File: src/rtl/irda_dma_ctrl.sv
// Multi-channel DMA request generator for the IrDA FIFOs: per-channel fill/drain triggers, bounded bursts, ack timeout.
// Define IRDA_DMA_FIXED_PRIORITY_EN for lowest-index-first arbitration; the default build is round-robin.
module irda_dma_ctrl #(
  parameter int NCH     = 2,
  parameter int DEPTH   = 16,
  parameter int CNT_W   = 5,
  parameter int BURST_W = 4,
  parameter int TMO_W   = 8
) (
  input  logic                 wb_clk_i,
  input  logic                 wb_rst_i,
  input  logic                 enable_i,
  input  logic [NCH-1:0]       ch_dir_i,
  input  logic [NCH*CNT_W-1:0] fifo_count_i,
  input  logic [NCH*CNT_W-1:0] trig_level_i,
  input  logic [BURST_W-1:0]   burst_len_i,
  output logic [NCH-1:0]       dma_req_o,
  input  logic [NCH-1:0]       dma_ack_i,
  output logic [NCH-1:0]       xfer_o,
  output logic [NCH-1:0]       timeout_o,
  input  logic [NCH-1:0]       tmo_clr_i,
  output logic                 busy_o
);
  localparam int SEL_W = (NCH > 1) ? $clog2(NCH) : 1;
  localparam logic [CNT_W-1:0] DEPTH_C  = CNT_W'(DEPTH);
  localparam logic [TMO_W-1:0] TMO_LAST = TMO_W'((2 ** TMO_W) - 2);

  typedef enum logic [1:0] {S_IDLE, S_REQ, S_GAP} state_t;
  state_t r_state, w_state_nxt;

  logic [SEL_W-1:0] r_ptr, r_sel, w_pick, w_idx;
  logic [CNT_W-1:0] r_beat, r_limit;
  logic [TMO_W-1:0] r_tmo;
  logic [NCH-1:0]   r_timeout, w_tmo_set, w_elig;
  logic [CNT_W-1:0] w_avail [NCH];
  logic [CNT_W-1:0] w_burst_eff, w_avail_pick, w_limit_nxt;
  logic             w_any, w_ack;
`ifndef IRDA_DMA_FIXED_PRIORITY_EN
  logic             w_hit;
`endif

  // avail is words the DMA may move now: stored words (drain) or free slots (fill)
  for (genvar k = 0; k < NCH; k++) begin : g_ch
    logic [CNT_W-1:0] w_cnt, w_trig, w_lvl;
    assign w_cnt      = fifo_count_i[k*CNT_W +: CNT_W];
    assign w_trig     = trig_level_i[k*CNT_W +: CNT_W];
    assign w_lvl      = (w_trig == '0) ? CNT_W'(1) : w_trig;
    assign w_avail[k] = ch_dir_i[k] ? w_cnt : (DEPTH_C - w_cnt);
    assign w_elig[k]  = enable_i && (w_avail[k] >= w_lvl) &&
                        (ch_dir_i[k] ? (w_cnt != '0) : (w_cnt != DEPTH_C));
  end

  always_comb begin
    w_pick = r_ptr;
    w_idx  = '0;
`ifdef IRDA_DMA_FIXED_PRIORITY_EN
    for (int i = NCH - 1; i >= 0; i--) begin
      w_idx = SEL_W'(i);
      if (w_elig[w_idx]) w_pick = w_idx;
    end
`else
    w_hit = 1'b0;
    for (int i = 1; i <= NCH; i++) begin
      w_idx = SEL_W'((int'(r_ptr) + i) % NCH);
      if (!w_hit && w_elig[w_idx]) begin
        w_pick = w_idx;
        w_hit  = 1'b1;
      end
    end
`endif
  end

  assign w_any        = |w_elig;
  assign w_burst_eff  = (burst_len_i == '0) ? CNT_W'(1) : CNT_W'(burst_len_i);
  assign w_avail_pick = w_avail[w_pick];
  assign w_limit_nxt  = (w_burst_eff < w_avail_pick) ? w_burst_eff : w_avail_pick;
  assign w_ack        = dma_ack_i[r_sel];

  always_ff @(posedge wb_clk_i or posedge wb_rst_i) begin
    if (wb_rst_i) r_state <= S_IDLE;
    else          r_state <= w_state_nxt;
  end

  always_comb begin
    w_state_nxt = r_state;
    dma_req_o   = '0;
    xfer_o      = '0;
    w_tmo_set   = '0;
    busy_o      = 1'b0;
    case (r_state)
      S_IDLE: if (w_any) w_state_nxt = S_REQ;
      S_REQ: begin
        busy_o           = 1'b1;
        dma_req_o[r_sel] = 1'b1;
        if (w_ack) begin
          xfer_o[r_sel] = 1'b1;
          if (r_beat + CNT_W'(1) == r_limit) w_state_nxt = S_GAP;
        end else if (enable_i && (r_tmo == TMO_LAST)) begin
          w_tmo_set[r_sel] = 1'b1;
          w_state_nxt      = S_GAP;
        end
        // disabling aborts the burst quietly; acked words are kept
        if (!enable_i) w_state_nxt = S_GAP;
      end
      S_GAP: begin
        busy_o      = 1'b1;
        w_state_nxt = S_IDLE;
      end
      default: w_state_nxt = S_IDLE;
    endcase
  end

  always_ff @(posedge wb_clk_i or posedge wb_rst_i) begin
    if (wb_rst_i) begin
      r_ptr     <= SEL_W'(NCH - 1);
      r_sel     <= '0;
      r_beat    <= '0;
      r_limit   <= '0;
      r_tmo     <= '0;
      r_timeout <= '0;
    end else begin
      r_timeout <= (r_timeout & ~tmo_clr_i) | w_tmo_set;
      if ((r_state == S_IDLE) && w_any) begin
        r_ptr   <= w_pick;
        r_sel   <= w_pick;
        r_limit <= w_limit_nxt;
        r_beat  <= '0;
        r_tmo   <= '0;
      end else if (r_state == S_REQ) begin
        if (w_ack) begin
          r_beat <= r_beat + CNT_W'(1);
          r_tmo  <= '0;
        end else begin
          r_tmo  <= r_tmo + TMO_W'(1);
        end
      end
    end
  end

  assign timeout_o = r_timeout;

endmodule

File: config.mk
export PLATFORM = sky130hd
export DESIGN_NAME = irda_dma_ctrl
export DESIGN_NICKNAME = d
export VERILOG_FILES = /design/src/rtl/irda_dma_ctrl.sv
export SDC_FILE = /design/constraint.sdc
export NUM_CORES = 1
export LEC_CHECK = 0
export BUFFER_PORTS_ARGS = -buffer_cell sky130_fd_sc_hd__buf_2
export CAP_MARGIN = 30
export CORE_UTILIZATION = 35
export DETAILED_ROUTE_END_ITERATION = 8
export GPL_ROUTABILITY_DRIVEN = 0
export SLEW_MARGIN = 10
export SYNTH_ARGS = -nofsm -noshare
export SYNTH_HDL_FRONTEND = slang
export SYNTH_SLANG_ARGS = --single-unit
File: constraint.sdc
create_clock -name wb_clk_i -period 3.65 [get_ports wb_clk_i]
set_input_delay 0.1825 -clock wb_clk_i [delete_from_list [all_inputs] [get_ports wb_clk_i]]
set_output_delay 0.1825 -clock wb_clk_i [all_outputs]
set_load 0.01 [all_outputs]
==> results of run 1 <==
[cell usage after synthesis, types with 2 or more instances]
cell type	n
nor2b_1	4
xor2_1	6
inv_1	27
nor2_1	28
buf_2	3
mux2_2	6
nor3_1	6
a21o_1	2
and2_1	4
nand2b_1	4
ha_1	25
a41o_1	2
and3_1	11
a21oi_1	14
nand2_1	16
a211o_1	2
dfrtp_1	23
clkbuf_1	5
nand4_1	3
nor3b_1	5
xnor2_1	10
mux2i_1	9
nand3_1	4
a22oi_1	2
a31oi_1	6
o21ai_0	14
[metrics by stage]
stage	setup slack (ns)	setup TNS (ns)	utilization	hold WS, ns	std cells
3_5_place_dp	-0.2939	-1.027	0.4540	0.1463	391
3_3_place_gp	-0.2181	-0.8288	0.4494	0.3711	390
6_report	-0.03423	-0.03423	0.4919	0.08960	403
5_1_grt	-0.2173	-0.6103	0.4919	0.08448	403
4_1_cts	0.03509	0	0.4647	0.08682	396
2_1_floorplan	-0.2106	-0.7655	-	0.1964	260
[cell families (layout without fill, tap and decap cells)]
family | count (synthesis) | after routing | synth area share
adders and majority gates | 25 | 25 | 0.1389
buffers and inverters | 35 | 103 | 0.06000
xor gates and xnor gates | 16 | 16 | 0.06222
AOI/OAI and AO/OA | 56 | 56 | 0.1994
DFF | 24 | 24 | 0.2672
muxes | 16 | 16 | 0.07666
and+or+nand+nor | 88 | 88 | 0.1956
[registers in the layout, summed over array words and instances (netlist names)]
register and cells:
r_tmo 8, r_beat 5, timeout_o 2, r_limit 5, r_ptr 1, r_sel 1
r_state 2
[area by class of cell]
class | instances | area, um2 | area share
Multi-Input combinational cell | 201 | 1639 | 0.5497
Sequential cell | 24 | 601.8 | 0.2018
Timing Repair Buffer | 72 | 485.5 | 0.1628
Inverter | 27 | 106.4 | 0.03567
Tap cell | 75 | 93.84 | 0.03147
Clock buffer | 4 | 55.05 | 0.01846
[power breakdown]
part,internal [mW],switching (mW)
registers,0.333,0.0668
logic,0.387,0.421
clock network,0.0962,0.0832
[path summary, 6_finish.rpt]
path                                  from            to  slack (ns)  cells past startpoint
max                        fifo_count_i[0]    r_limit[3]       -0.03                     19
min                           tmo_clr_i[1]  timeout_o[1]        0.09                      2
max reg2reg                          r_ptr    r_limit[3]        0.64                     10
min reg2reg                   timeout_o[0]  timeout_o[0]        0.49                      2
max in group asynchronous         wb_rst_i         r_ptr        2.76                      4
min in group asynchronous         wb_rst_i      r_tmo[2]        0.41                      3
[per-layer routing]
| metal | up-vias | track usage | routed length (um) |
|---|---|---|---|
| met4 | 0 | 0.03333 | 26 |
| met1 | 938 | 0.2079 | 2451 |
| met2 | 30 | 0.2851 | 2507 |
| li1 | 1048 | - | - |
| met3 | 2 | 0.01538 | 121 |
| met5 | - | 0 | 0 |
[repair_timing]
action	CTS	global route
gates resized for setup	0	23
hold endpoints to repair	5	0
pin swaps	1	17
setup buffers	0	7
gates cloned	0	0
endpoints found under the setup margin	1	4
hold buffers	1	0
==> impl_summary.txt, run 1 <==
----------------------------------------------------
[Outcome]
  Run status ... finished with violations
  Violated checks ... negative setup slack

[Detailed routing]
  Iteration count of the initial detailed-routing pass ... 4
  ANT nets after route ... 0
  Via count ... 2018
  Via-to-Cell Ratio ... 5.007
  DR WL/cell ... 12.67 um
  Detailed-route wire length ... 5106 um
  Iteration-0 DRC Markers ... 67
  DRC violation count after routing ... 0

[Logic synthesis]
  Top cells by area, synth ... dfrtp_1 26%, ha_1 14%, nor2_1 4.7%
  Mean post-synth cell area ... 8.662 um2
  Count of yosys warnings during synthesis ... 0
  Gate count after technology mapping ... between 200 and 300
  EDFF count, synth ... 0
  Share of synthesized registers carrying an async set or reset ... 1.000
  Dominant synthesized flop cell ... dfrtp_1
  Synthesized net count ... between 300 and 400
  Post-synthesis sequential element count ... 24
  Portion of synthesized cell area occupied by the leading cell type ... 0.2556
  Unique masters post-synth ... 45
  Cell type contributing the most total cell area after synthesis ... dfrtp_1
  Cell area after synthesis ... 2252 um2
  Part of the Yosys area used for sequential elements ... 0.2672

[Clocking]
  Clock sinks ... 24
  Maximum count of clock buffers along a single path ... 2
  Clock slew seen by the registers of the worst setup and hold paths ... roughly 0.08 ns
  Count of H-tree levels built during CTS ... 1
  Cell chosen for the clock root ... clkbuf_8
  CTS tree ... yes
  Later-pin clock latency in the skew report ... 0.26 ns
  Num CTS Buffers ... 3

[GRT]
  Wire length of the first global-routing pass ... about 8600 um
  Vias in the first global route ... 1980
  Largest net degree at the start of global routing ... 20
  Overall global routing resource usage ... 0.1599
  Antenna violations before repair ... 0
  Grt ovf ... 0

[STA]
  Final-report max-slew violation count ... 0
  Setup ws final ... -0.03423 ns
  Headroom to the max-slew limit ... 0.7129
  Number of endpoints with negative hold slack in the final report ... 0
  Actual transition at the worst max-transition pin ... 0.4302 ns
  Final setup violation count ... 1
  Skew final ... between 0.003 and 0.004 ns
  Unrepaired setup endpoints after global routing ... true
  Final period util ... 1.009
  Max Clock Freq ... 271.4 MHz
  Post-layout minimum cycle time ... roughly 3.7 ns

[Setup path]
  Worst setup EP type ... flop
  Critical path class ... in2reg
  CP Data Arrival Time ... ~3.9 ns
  Critical path launch point type ... input port
  Slowest cell delay on critical path ... 0.40 ns
  Worst path cell trace ... buf_2 -> inv_1 -> ha_1 -> nor3b_2 -> ha_1 -> nand2b_1 -> and2_4 -> ha_4 -> nand2_1 -> o21ai_4 -> o2bb2ai_4 -> mux2i_1 -> ha_1 -> a21o_1 -> a211o_1 -> o311ai_4 -> nand2_1 -> mux2_4 -> a31oi_4
  Biggest fanout along the worst timing path ... 7
  Critical Path RT ... 3.84 ns
  CP Buf/Inv Count ... 2
  Largest delay share family, worst path ... compound AO/OA/AOI/OAI gates
  CP most frequent cell ... ha_1
  Cell type of the slowest stage on the worst timing path ... o311ai_4

[Worst hold path]
  Worst min path class ... in2reg

[Final layout]
  Final-layout fill cell count ... 580
  Final non-filler cell area ... 2982 um2
  Syn-to-layout area delta ... 32.39%
  Share of cells above drive strength 1 ... 0.3415
  Net total in the final layout ... between 300 and 400
  Antenna diode count ... 0
  Commonest cells after routing, fill and taps aside ... 37 x buf_2, 31 x buf_4, 27 x nor2_1
  Leading cell type in the layout, fill and taps excluded ... buf_2

[Die]
  Standard-cell row count ... 28
  Die span in y ... 82.22 um
  Die footprint ... 6759 um2
  Number of ports placed on the die boundary ... 40
  Total core area ... roughly 6100 um2
  Die W ... 82.22 um
  Initial standard-cell utilization of the core ... 0.3716

[Placed design]
  Placed inst area ... ~2800 um2
  Number of input and output port buffers inserted ... 39
  Dpl hpwl ... 4048 um

[Pwr]
  Post-route total power ... about 1.4 mW
  Maximum VDD drop ... approximately 0.00025 V
  Leak ... 1.505 nW
  Areal power density over the cells ... 465.2 nW/um2

[Run]
  Number of violations of the max-capacitance limit ... 0

----------------------------------------------------
Note: power is estimated with default switching activity, not from simulation.
==> run 2, diff against run 1 <==
CELL_PAD_IN_SITES_DETAIL_PLACEMENT = 1   (was unset)
CELL_PAD_IN_SITES_GLOBAL_PLACEMENT = 1   (was unset)
PLACE_DENSITY_LB_ADDON = 0.1   (was unset)
==> impl_summary.txt, run 2 (synthesis results as in run 1) <==
----------------------------------------------------
[STA]
  Fin Setup TNS ... -0.04313 ns
  Final setup violation count ... 2
  Skew final ... 0.007266 ns
  Worst-case hold slack ... between 0.07 and 0.08 ns
  Final period util ... 1.011
  Actual transition at the worst max-transition pin ... 0.5490 ns
  Final-report max-slew violation count ... 0
  Post-layout minimum cycle time ... 3.691 ns
  Unrepaired setup endpoints after global routing ... true
  Max Clock Freq ... 270.9 MHz
  Headroom to the max-slew limit ... 0.6336
  Setup ws final ... -0.04097 ns
  Number of endpoints with negative hold slack in the final report ... 0

[Setup path]
  Worst setup EP type ... flop
  Critical path class ... in2reg
  Worst r2r path cells ... 11
  Reg-to-Reg End ... r_limit[1]
  Launch instance of the worst register-to-register path ... r_ptr
  CP Data Arrival Time ... 3.82 ns
  Reg-to-reg setup timing slack ... a little under 0.6 ns
  Critical path launch point type ... input port
  Biggest fanout along the worst timing path ... 6
  Critical Path RT ... 3.78 ns

[GRT]
  Largest net degree at the start of global routing ... 14
  Overall global routing resource usage ... 0.1888
  Wire length of the first global-routing pass ... approximately 9800 um
  Grt ovf ... 0
  Vias in the first global route ... 2132
  Antenna violations before repair ... 0

[Die]
  Die footprint ... 6759 um2
  Standard-cell row count ... 28
  Die W ... 82.22 um
  Die span in y ... 82.22 um
  Total core area ... 6061 um2
  Number of ports placed on the die boundary ... 40
  Initial standard-cell utilization of the core ... 0.3716

[Detailed routing]
  ANT nets after route ... 0
  DR WL/cell ... 14.81 um
  Via-to-Cell Ratio ... 5.118
  Iteration count of the initial detailed-routing pass ... 4
  DRC violation count after routing ... 0
  Via count ... roughly 2.1k
  Iteration-0 DRC Markers ... 54
  Detailed-route wire length ... around 6200 um

[Final layout]
  Share of cells above drive strength 1 ... 0.3772
  Biggest registers after layout ... r_tmo: 8 flops, r_beat: 5 flops, r_limit: 5 flops
  Net total in the final layout ... 401
  Commonest cells after routing, fill and taps aside ... 44 x buf_4, 37 x buf_2, 27 x nor2_1
  Footprint of the multi-input gates ... 1678 um2
  Area taken by flip-flops and latches ... 601.8 um2
  Number of flip-flops under the largest register name ... 8
  Antenna diode count ... 0
  Final core area utilization ... 0.5132
  Register bank with the most flops ... r_tmo
  Syn-to-layout area delta ... 38.11%
  Leading cell type in the layout, fill and taps excluded ... buf_4
  Final-layout fill cell count ... ~700

[Clocking]
  Later-pin clock latency in the skew report ... between 0.2 and 0.3 ns
  Cell chosen for the clock root ... clkbuf_8
  Count of H-tree levels built during CTS ... 1
  Clock slew seen by the registers of the worst setup and hold paths ... approximately 0.09 ns
  Maximum count of clock buffers along a single path ... 2
  CTS tree ... yes
  Num CTS Buffers ... 3
  Clock sinks ... 24

[Worst hold path]
  End of the worst hold path ... timeout_o[1]
  Hold_sp ... tmo_clr_i[1]
  Number of cells traversed by the worst hold path ... 2
  Worst min path class ... in2reg

[Pwr]
  Areal power density over the cells ... around 480 nW/um2
  Maximum VDD drop ... about 0.00029 V
  Sw power ... 614.2 uW
  Part of the power in combinational logic ... 0.602
  Switching Share ... 0.4133
  Clock share of power ... 0.124
  Leak ... about 1.6 nW
  Post-route total power ... 1.486 mW
  Pint ... roughly 870 uW
  Share of power burned in registers ... 0.274

[Placed design]
  Number of input and output port buffers inserted ... 39
  Dpl hpwl ... between 4000 and 5000 um

[Outcome]
  Violated checks ... negative setup slack
  Run status ... finished with violations

[Run]
  Number of violations of the max-capacitance limit ... 0

----------------------------------------------------
==> run 2: metal layers <==
layer  track usage  vias up  wire [um]
li1              -     1086          -
met1        0.2493     1011       2932
met2        0.3314       35       3074
met3       0.02967        2        161
met4       0.02105        0          8
met5             0        -          0
==> run 2: power by group through the flow <==
stage | registers [mW] | logic, mW | clock network [mW]
floorplan | 0.385 | 0.552 | 0
global placement | 0.410 | 0.752 | 0
detailed placement | 0.412 | 0.772 | 0
CTS | 0.407 | 0.823 | 0.195
global route | 0.416 | 1.00 | 0.206
finish | 0.407 | 0.894 | 0.185
==> run 2: metrics by stage <==
stage               worst slack (ns)  instance area, um2  cells
detailed placement           -0.3845                2761    394
global placement             -0.2805                2746    393
global route                 -0.1880                3110    417
CTS                         0.001651                2929    405
finish                      -0.04097                3110    417
floorplan                    -0.2106                2288    260
==> run 2: worst max-delay path: stages <==
cell	delay, ns
buf_6	0.08
inv_2	0.04
ha_4	0.14
nor3b_4	0.14
ha_1	0.29
nor2_2	0.04
a21oi_2	0.14
inv_2	0.07
ha_4	0.27
o21ai_4	0.06
a221oi_4	0.42
o2bb2ai_4	0.13
buf_6	0.13
mux2i_1	0.11
ha_2	0.18
a21o_1	0.17
a211o_1	0.32
o311ai_4	0.40
buf_4	0.19
nor2b_2	0.04
mux2i_1	0.17
a31oi_2	0.12
==> run 2: area by class of cell <==
| cell class | instances | share of cell area |
|---|---|---|
| Multi-Input combinational cell | 201 | 0.5394 |
| Sequential cell | 24 | 0.1935 |
| Inverter | 27 | 0.03339 |
| Timing Repair Buffer | 86 | 0.1858 |
| Clock buffer | 4 | 0.01770 |
| Tap cell | 75 | 0.03017 |
==> run 2: repair_timing <==
action,in CTS,in global routing
setup endpoints to repair,3,4
buffers inserted,6,12
hold buffers,1,0
resized for setup,14,18
pin swaps,16,21
hold endpoints to repair,11,0
==> run 2: worst max path at each step <==
stage | startpoint | endpoint | slack, ns | cells past startpoint
after floorplan | fifo_count_i[5] | r_limit[1] | -0.21 | 19
after global placement | fifo_count_i[5] | r_limit[3] | -0.28 | 19
after detailed placement | fifo_count_i[5] | r_limit[1] | -0.38 | 20
after CTS | fifo_count_i[0] | r_limit[1] | 0.002 | 19
after global routing | fifo_count_i[7] | r_limit[1] | -0.19 | 19
final | fifo_count_i[6] | r_limit[1] | -0.04 | 22
==> run 3, diff against run 2 <==
PLACE_DENSITY = 0.69   (was unset)
PLACE_DENSITY_LB_ADDON = unset   (was 0.1)
==> impl_summary.txt, run 3 (synthesis results as in run 1) <==
----------------------------------------------------
[Detailed routing]
  Via count ... 2125
  ANT nets after route ... 0
  Iteration count of the initial detailed-routing pass ... 4
  Iteration-0 DRC Markers ... 56
  Via-to-Cell Ratio ... 5.208
  DR WL/cell ... 14.64 um
  Detailed-route wire length ... between 5000 and 6000 um
  DRC violation count after routing ... 0

[Outcome]
  Violated checks ... negative setup slack
  Run status ... finished with violations

[Placed design]
  Placed inst area ... around 2800 um2
  Number of input and output port buffers inserted ... 39
  Dpl hpwl ... 4611 um

[Final layout]
  Leading cell type in the layout, fill and taps excluded ... buf_2
  Net total in the final layout ... 392
  Share of cells above drive strength 1 ... 0.3544
  Number of flip-flops under the largest register name ... 8
  Final non-filler cell area ... 3050 um2
  Commonest cells after routing, fill and taps aside ... 37 x buf_2, 36 x buf_4, 26 x nor2_1
  Biggest registers after layout ... r_tmo: 8 flops, r_beat: 5 flops, r_limit: 5 flops
  Syn-to-layout area delta ... 35.44%
  Register bank with the most flops ... r_tmo
  Antenna diode count ... 0

[Clocking]
  Num CTS Buffers ... 3
  Cell chosen for the clock root ... clkbuf_8
  Clock sinks ... 24
  CTS tree ... yes
  Clock slew seen by the registers of the worst setup and hold paths ... 0.09 ns
  Maximum count of clock buffers along a single path ... 2
  Count of H-tree levels built during CTS ... 1
  Later-pin clock latency in the skew report ... 0.27 ns

[Die]
  Die W ... 82.22 um
  Initial standard-cell utilization of the core ... 0.3716
  Die span in y ... 82.22 um
  Total core area ... 6061 um2
  Standard-cell row count ... 28
  Number of ports placed on the die boundary ... 40
  Die footprint ... 6759 um2

[Pwr]
  Areal power density over the cells ... 490.5 nW/um2
  Maximum VDD drop ... roughly 0.00024 V
  Post-route total power ... 1.496 mW
  Clock share of power ... 0.156
  Pint ... 889.2 uW
  Switching Share ... 0.4057
  Part of the power in combinational logic ... 0.573
  Leak ... 1.537 nW
  Sw power ... 607.1 uW
  Share of power burned in registers ... 0.271

[GRT]
  Antenna violations before repair ... 0
  Largest net degree at the start of global routing ... 20
  Wire length of the first global-routing pass ... 10030 um
  Overall global routing resource usage ... 0.1906
  Vias in the first global route ... 2258
  Grt ovf ... 0

[Setup path]
  Worst setup EP type ... flop
  Critical path class ... in2reg
  Critical Path RT ... roughly 3.8 ns
  Cell type of the slowest stage on the worst timing path ... o311ai_4
  CP Data Arrival Time ... 3.85 ns
  Critical path launch point type ... input port
  Slowest cell delay on critical path ... just over 0.4 ns
  Reg-to-reg setup timing slack ... about 0.57 ns
  Biggest fanout along the worst timing path ... 7
  Worst path cell trace ... buf_8 -> inv_6 -> ha_4 -> nor3b_4 -> ha_1 -> nor2_2 -> a21oi_2 -> inv_2 -> ha_4 -> o21ai_4 -> a221oi_4 -> buf_4 -> a2bb2oi_4 -> o21ai_1 -> ha_1 -> a211o_1 -> o311ai_4 -> nand2_1 -> mux2_2 -> a31oi_1

[STA]
  Unrepaired setup endpoints after global routing ... true
  Skew final ... 0.01349 ns
  Actual transition at the worst max-transition pin ... roughly 0.39 ns
  Number of endpoints with negative hold slack in the final report ... 0
  Final-report max-slew violation count ... 0
  Headroom to the max-slew limit ... 0.7351
  Post-layout minimum cycle time ... 3.667 ns
  Final period util ... 1.005
  Max Clock Freq ... 272.7 MHz
  Setup ws final ... -0.01722 ns
  Final setup violation count ... 3

[Run]
  Number of violations of the max-capacitance limit ... 0

[Worst hold path]
  Worst min path class ... in2reg

----------------------------------------------------
run 3: path summary, 6_finish.rpt:
| path | from | endpoint | depth (start not counted) |
|---|---|---|---|
| worst max-delay path | fifo_count_i[5] | r_limit[1] | 20 |
| worst min register to register | timeout_o[0] | timeout_o[0] | 2 |
| min in group asynchronous | wb_rst_i | r_beat[0] | 3 |
| worst max register to register | r_ptr | r_limit[1] | 10 |
| worst min-delay path | tmo_clr_i[1] | timeout_o[1] | 2 |
| max in group asynchronous | wb_rst_i | r_ptr | 4 |
run 3: final cells by class:
type                            count  area, um2
Timing Repair Buffer               77      523.0
Inverter                           27      108.9
Fill cell                         738       3010
Tap cell                           75      93.84
Multi-Input combinational cell    201       1652
Clock inverter                      1      30.03
Clock buffer                        3      41.29
Sequential cell                    24      601.8
run 3: per-layer routing:
metal	up-vias	track usage	share of wire
met5	-	0	0
met4	0	0.02632	0.0095
met3	7	0.02308	0.026
met2	37	0.3628	0.50
met1	1030	0.2311	0.46
li1	1051	-	-
run 3: power by group through the flow:
stage / Sequential (mW) / Clock (mW) / Combinational [mW]
2_1_floorplan: 0.385 / 0 / 0.552
3_3_place_gp: 0.407 / 0 / 0.738
3_5_place_dp: 0.408 / 0 / 0.765
4_1_cts: 0.404 / 0.245 / 0.809
5_1_grt: 0.419 / 0.251 / 0.955
6_report: 0.406 / 0.233 / 0.857
run 3: timing repair:
action                                  CTS  global route
resized for setup                        13            16
pin swaps                                13            19
endpoints found under the setup margin    3             4
hold buffers                              1             0
buffers inserted                          5             6
hold endpoints to repair                  5             0
run 3: stage by stage:
stage | worst slack (ns) | util | hold slack [ns] | setup TNS (ns) | std cells
final | -0.01722 | 0.5033 | 0.07852 | -0.04110 | 408
after global routing | -0.2338 | 0.5033 | 0.07647 | -0.7185 | 408
after CTS | 0.004059 | 0.4839 | 0.06895 | 0 | 402
after detailed placement | -0.3763 | 0.4552 | 0.1397 | -1.314 | 392
after global placement | -0.2690 | 0.4507 | 0.3713 | -0.9546 | 391
after floorplan | -0.2106 | - | 0.1964 | -0.7655 | 260
run 3: critical path, delay by kind of cell:
family | cells | cell delay, ns
AOI/OAI and AO/OA | 8 | 1.74
adders and majority gates | 4 | 1.01
buffers and inverters | 4 | 0.37
muxes | 1 | 0.27
and+or+nand+nor | 3 | 0.28
